==> src/rtl/axis_pkg.sv <==
// Shared types for the AXI4-Stream transmitter: the buffered beat and the packet FSM states.
// AXIS_N fixes the beat width; the top's n parameter must match it.
package axis_pkg;

    localparam int AXIS_N = 4;

    typedef struct packed {
        logic [8*AXIS_N-1:0] data;
        logic [AXIS_N-1:0]   keep;
        logic                last;
        logic                user;
    } beat_t;

    typedef enum logic {
        IDLE   = 1'b0,
        ACTIVE = 1'b1
    } tx_state_t;

endpackage

==> src/rtl/axis_tx_fifo.sv <==
// Synchronous FIFO of stream beats with extra-MSB pointers for full/empty detection.
// The head entry is presented combinationally on dout.
module axis_tx_fifo
    import axis_pkg::*;
#(
    parameter int DEPTH = 8
) (
    input  logic  clk,
    input  logic  rst,
    input  logic  push,
    input  beat_t din,
    input  logic  pop,
    output beat_t dout,
    output logic  full,
    output logic  empty
);

    localparam int AW = $clog2(DEPTH);
    localparam logic [AW:0] ONE = {{AW{1'b0}}, 1'b1};

    beat_t       mem [DEPTH];
    logic [AW:0] wr_ptr;
    logic [AW:0] rd_ptr;
    logic        do_push;
    logic        do_pop;

    assign empty   = (wr_ptr == rd_ptr);
    assign full    = (wr_ptr[AW] != rd_ptr[AW]) &&
                     (wr_ptr[AW-1:0] == rd_ptr[AW-1:0]);
    assign do_push = push && !full;
    assign do_pop  = pop && !empty;
    assign dout    = mem[rd_ptr[AW-1:0]];

    always_ff @(posedge clk) begin
        if (rst) begin
            wr_ptr <= '0;
            rd_ptr <= '0;
        end else begin
            if (do_push) wr_ptr <= wr_ptr + ONE;
            if (do_pop)  rd_ptr <= rd_ptr + ONE;
        end
    end

    // Storage needs no reset; pointers alone define validity.
    always_ff @(posedge clk) begin
        if (do_push) mem[wr_ptr[AW-1:0]] <= din;
    end

endmodule

==> src/rtl/master_axi_stream_tx.sv <==
// AXI4-Stream master: FIFO-buffered local write port feeding a registered AXI-S output,
// with max-packet-length tlast forcing and packet completion counting.
module master_axi_stream_tx
    import axis_pkg::*;
#(
    parameter int   n       = AXIS_N,
    parameter int   DEPTH   = 8,
    parameter int   MAX_PKT = 32,
    parameter logic TID_V   = 1'b0,
    parameter logic TDEST_V = 1'b0
) (
    input  logic           aclk,
    input  logic           areset,
    input  logic           wr_en,
    input  logic [8*n-1:0] wr_data,
    input  logic [n-1:0]   wr_keep,
    input  logic           wr_last,
    input  logic           wr_user,
    output logic           wr_full,
    output logic           ovf_err,
    output logic           keep_err,
    output logic           tvalid,
    input  logic           tready,
    output logic [8*n-1:0] tdata,
    output logic [n-1:0]   tstrb,
    output logic [n-1:0]   tkeep,
    output logic           tlast,
    output logic           TID,
    output logic           TDEST,
    output logic           TUSER,
    output logic           pkt_done,
    output logic [15:0]    pkt_count
);

    localparam int CW = $clog2(MAX_PKT);
    localparam logic [CW-1:0] LAST_IDX = CW'(MAX_PKT - 1);
    localparam logic [CW-1:0] CNT_ONE  = {{(CW-1){1'b0}}, 1'b1};

    beat_t     wr_beat;
    beat_t     head;
    logic      fifo_empty;
    logic      keep_ok;
    logic      push;
    logic      load;
    logic      load_last;
    logic      hs_last;
    logic [CW-1:0] beat_cnt;
    tx_state_t state_q;
    tx_state_t state_d;

    assign wr_beat.data = wr_data;
    assign wr_beat.keep = wr_keep;
    assign wr_beat.last = wr_last;
    assign wr_beat.user = wr_user;

    assign keep_ok   = |wr_keep;
    assign push      = wr_en && !wr_full && keep_ok;
    assign load      = (!tvalid || tready) && !fifo_empty;
    assign load_last = head.last || (beat_cnt == LAST_IDX);
    assign hs_last   = tvalid && tready && tlast;

    assign tstrb = tkeep;
    assign TID   = TID_V;
    assign TDEST = TDEST_V;

    axis_tx_fifo #(
        .DEPTH (DEPTH)
    ) u_fifo (
        .clk   (aclk),
        .rst   (areset),
        .push  (push),
        .din   (wr_beat),
        .pop   (load),
        .dout  (head),
        .full  (wr_full),
        .empty (fifo_empty)
    );

    // Output register refills whenever the current beat is gone or absent.
    always_ff @(posedge aclk) begin
        if (areset) begin
            tvalid   <= 1'b0;
            tdata    <= '0;
            tkeep    <= '0;
            tlast    <= 1'b0;
            TUSER    <= 1'b0;
            beat_cnt <= '0;
        end else if (load) begin
            tvalid   <= 1'b1;
            tdata    <= head.data;
            tkeep    <= head.keep;
            tlast    <= load_last;
            TUSER    <= head.user;
            beat_cnt <= load_last ? '0 : beat_cnt + CNT_ONE;
        end else if (tready) begin
            tvalid   <= 1'b0;
        end
    end

    always_ff @(posedge aclk) begin
        if (areset) begin
            ovf_err   <= 1'b0;
            keep_err  <= 1'b0;
            pkt_done  <= 1'b0;
            pkt_count <= '0;
        end else begin
            ovf_err  <= wr_en && wr_full;
            keep_err <= wr_en && !wr_full && !keep_ok;
            pkt_done <= hs_last;
            if (hs_last) pkt_count <= pkt_count + 16'd1;
        end
    end

    always_ff @(posedge aclk) begin
        if (areset) state_q <= IDLE;
        else        state_q <= state_d;
    end

    always_comb begin
        state_d = state_q;
        unique case (state_q)
            IDLE:   if (load && !load_last) state_d = ACTIVE;
            ACTIVE: if (load && load_last)  state_d = IDLE;
            default: state_d = IDLE;
        endcase
    end

endmodule

==> config.mk <==
export PLATFORM = sky130hd
export DESIGN_NAME = master_axi_stream_tx
export DESIGN_NICKNAME = d
export VERILOG_FILES = /design/src/rtl/axis_pkg.sv /design/src/rtl/axis_tx_fifo.sv /design/src/rtl/master_axi_stream_tx.sv
export SDC_FILE = /design/constraint.sdc
export NUM_CORES = 1
export LEC_CHECK = 0
export CORE_UTILIZATION = 32
export CTS_CLUSTER_DIAMETER = 100
export DETAILED_ROUTE_END_ITERATION = 8
export MAX_ROUTING_LAYER = met4
export PLACE_DENSITY_LB_ADDON = 0.08
export SETUP_SLACK_MARGIN = 0.4
export SLEW_MARGIN = 25
export SYNTH_ARGS = -nofsm -noshare
export SYNTH_HDL_FRONTEND = slang
export SYNTH_HIERARCHICAL = 1
export SYNTH_SLANG_ARGS = --single-unit
==> constraint.sdc <==
create_clock -name aclk -period 11.4 [get_ports aclk]
set_input_delay 3.42 -clock aclk [delete_from_list [all_inputs] [get_ports aclk]]
set_output_delay 3.42 -clock aclk [all_outputs]
set_load 0.02 [all_outputs]
==> qor.yml <==
synth:
  synth-edff-count: 304
  synthFlopType: "edfxtp_1"
  synth_commonest_cells: "edfxtp_1, nand2_1, mux4_2, dfxtp_1, a21oi_1"
  yosysWarnings: 6
  synth_cell_types: 52
  synthTopCellsByArea: "edfxtp_1, mux4_2, dfxtp_1, mux2_2, nand2_1"
  async_flop_share_pct: 0
  netlist_area_mm2: 0.0146
  yosysMostFrequentCell: "edfxtp_1"
  ys_seq_area_share_pct: 72.6
  yosysTopAreaCell: "edfxtp_1"
  synth_seq_cells: 378
  yosysTopAreaCellShare_pct: 62.5
  synth.avg_cell_area_um2: 17.8
  synth_cells: 822
power_and_ir_drop:
  vdd_ir_drop_max_uv: 107
  pwr-share-comb_pct: 17.4
  p_per_area_mw_per_mm2: 204
  leakagePower_nw: 5.57
  p_sw_share_pct: 25.9
  switchingPower_mw: 0.932
  power.share.clock_pct: 36.9
  p_int_mw: 2.66
  pwr-share-seq_pct: 45.6
timing:
  worst_slack_ns: 4.99
  fin_tns_setup_ns: 0
  worstMarginPinSlew_ns: 0.984
  rsz0062_at_grt: "false"
  setup_viol: 0
  period_share_pct: 56.3
  slew_headroom_pct: 34.4
  final_max_slew_viol_count: 0
  max_freq_ghz: 0.156
  hold_viol: 0
  period_minus_slack_ns: 6.41
  skew_ns: 0.0190
global_route:
  met3_usage_pct: 2.47
  grt_pass1_wl_um: 48700
  grt-busiest-layer: "met2"
  met2_usage_pct: 22.4
  gr-usage-met1_pct: 19.1
  grt_pass1_vias: 7762
  grt_antenna_before_repair: 0
  grt_overflow: 0
  grt_use_total_pct: 14.4
  grt_max_degree: 83
finish:
  multi_input_area_mm2: 0.00378
  final_net_count: 983
  n_antenna_cell: 0
  areaGrowthSynthToFinish_pct: 20.9
  drive_gt1_share_pct: 21.9
  layoutNonFillerInstCount: 1563
  n_fill_cell: 4069
  seqCellArea_mm2: 0.0106
place:
  place_inst: 1483
  pre_cts_slack_ns: 4.81
  numPortBuffers: 104
  place_hpwl_um: 16900
  finalWeightedCongestion: 0.681
clock_network:
  cts_root_buf: "clkbuf_16"
  numCtsBuffers: 43
  tritoncts: "yes"
  clock_path_buffers: 3
  post-cts-setup-buffers: 0
  h-tree-depth: 2
  cts.sinks: 378
  ctsResizeCount: 0
  clk_pin_slew_ns: 0.06
  clk_latency_ns: 0.56
  cts_hold_buf: 0
hold_path:
  hp-class: "flip-flop to flip-flop"
floorplanning:
  rows: 77
  die_w_um: 216
  core_area_mm2: 0.0446
  start_util_pct: 32.8
  io_pins: 107
  die_area_mm2: 0.0465
  die_y_um: 216
routing:
  drt_iter0_drc: 515
  avgViaCountPerCell: 4.76
  drc: 0
  dr.pass1.iters: 4
  wire_per_inst_um: 20.3
  vias: 7442
  routed_wl_um: 31800
  ant_nets: 0
worst_setup_path:
  worstPathArrival_ns: 2.99
  worstSetupEndpointType: "output pin"
  crit_path_start_kind: "flip-flop"
  cp.required_ns: 7.98
  cp_max_fo: 12
  crit_type: "flip-flop to output pin"
job:
  maxCapViolCount: 0
outcome:
  run_status: "finished, final reports clean"
## logic make-up (layout without fill, tap and decap cells)
group | count (synthesis) | after routing | share of synthesized area, %
AO/OA/AOI/OAI | 65 | 65 | 2.50
XOR/XNOR | 17 | 17 | 1.02
adder cells (fa/ha/maj) | 5 | 5 | 0.428
buffers and inverters | 55 | 203 | 1.90
flip-flops | 378 | 378 | 72.6
multiplexers | 126 | 126 | 15.5
other | 1 | 2 | 0.0257
AND/OR/NAND/NOR | 175 | 175 | 5.98
## sequential cells by signal (all words and copies together) (netlist names), named ones only
| register | flops |
|---|---|
| tvalid | 1 |
| tlast | 1 |
| pkt_done | 1 |
| beat_cnt | 5 |
| keep_err | 1 |
| u_fifo/mem | 304 |
| tkeep | 4 |
| pkt_count | 16 |
| u_fifo/wr_ptr | 4 |
| u_fifo/rd_ptr | 4 |
| tdata | 32 |
| TUSER | 1 |
| ovf_err | 1 |
## per-stage QoR
stage / util [%] / power (mW) / hold WS [ns] / cell area (um^2)
after floorplan: - / 2.09 / 0.436 / 14600
after global placement: 36.6 / 2.32 / 0.444 / 16300
after CTS: 39.6 / 3.67 / 0.456 / 17700
after detailed placement: 36.6 / 2.32 / 0.448 / 16300
final: 39.6 / 3.60 / 0.452 / 17700
after global routing: 39.6 / 3.76 / 0.476 / 17700
## layout by cell type, fill, tap and decap left out, types with 3 or more instances in the layout
| cell | n |
|---|---|
| clkdlybuf4s50_1 | 103 |
| nand2b_1 | 7 |
| dfxtp_1 | 71 |
| xor2_1 | 9 |
| mux4_2 | 76 |
| nor2b_1 | 7 |
| clkbuf_16 | 44 |
| a21oi_1 | 49 |
| o21ai_0 | 6 |
| mux2i_1 | 5 |
| xnor2_1 | 8 |
| edfxtp_1 | 304 |
| buf_4 | 17 |
| mux2_2 | 42 |
| mux2_1 | 3 |
| nor4b_2 | 3 |
| ha_1 | 5 |
| nand4_1 | 8 |
| and3_1 | 3 |
| clkinv_1 | 10 |
| nand3_1 | 10 |
| nand2_1 | 84 |
| clkbuf_1 | 13 |
| nor2_1 | 20 |
| nor3_1 | 6 |
| bufinv_16 | 3 |
| or3_1 | 3 |
| clkinv_2 | 5 |
## routing by layer
layer,up-vias,wire length [um]
li1,3449,-
met1,3815,15000
met2,132,15000
met3,46,1040
met4,0,653
met5,-,0
## power by group through the flow
stage | logic [mW] | registers [mW] | clock network, mW
after floorplan | 0.403 | 1.68 | 0
after global placement | 0.642 | 1.67 | 0
after detailed placement | 0.642 | 1.68 | 0
after CTS | 0.645 | 1.65 | 1.37
after global routing | 0.683 | 1.66 | 1.42
final | 0.627 | 1.64 | 1.33
## worst paths after layout
kind | start | end | slack [ns] | depth (start not counted)
hold reg to reg | tdata[26] | tdata[26] | 0.45 | 2
setup / recovery | u_fifo/wr_ptr[2] | wr_full | 4.99 | 3
hold / removal | tdata[26] | tdata[26] | 0.45 | 2
setup reg to reg | u_fifo/wr_ptr[2] | u_fifo/mem[6][31] | 7.69 | 7
## critical path: stages, from the launching register on
cell	delay [ns]
dfxtp_1	0.63
xor2_1	0.23
nor4_4	0.82
clkdlybuf4s50_1	0.77
## cell type report
cell class / count / share of cell area [%]
sequential: 378 / 60.1
multi-input combinational: 390 / 21.4
clock buffer: 59 / 6.66
timing repair buffer: 120 / 6.56
tap: 592 / 4.19
clock inverter: 21 / 1.06
inverter: 3 / 0.0637
(Power assumes the default switching activity.)
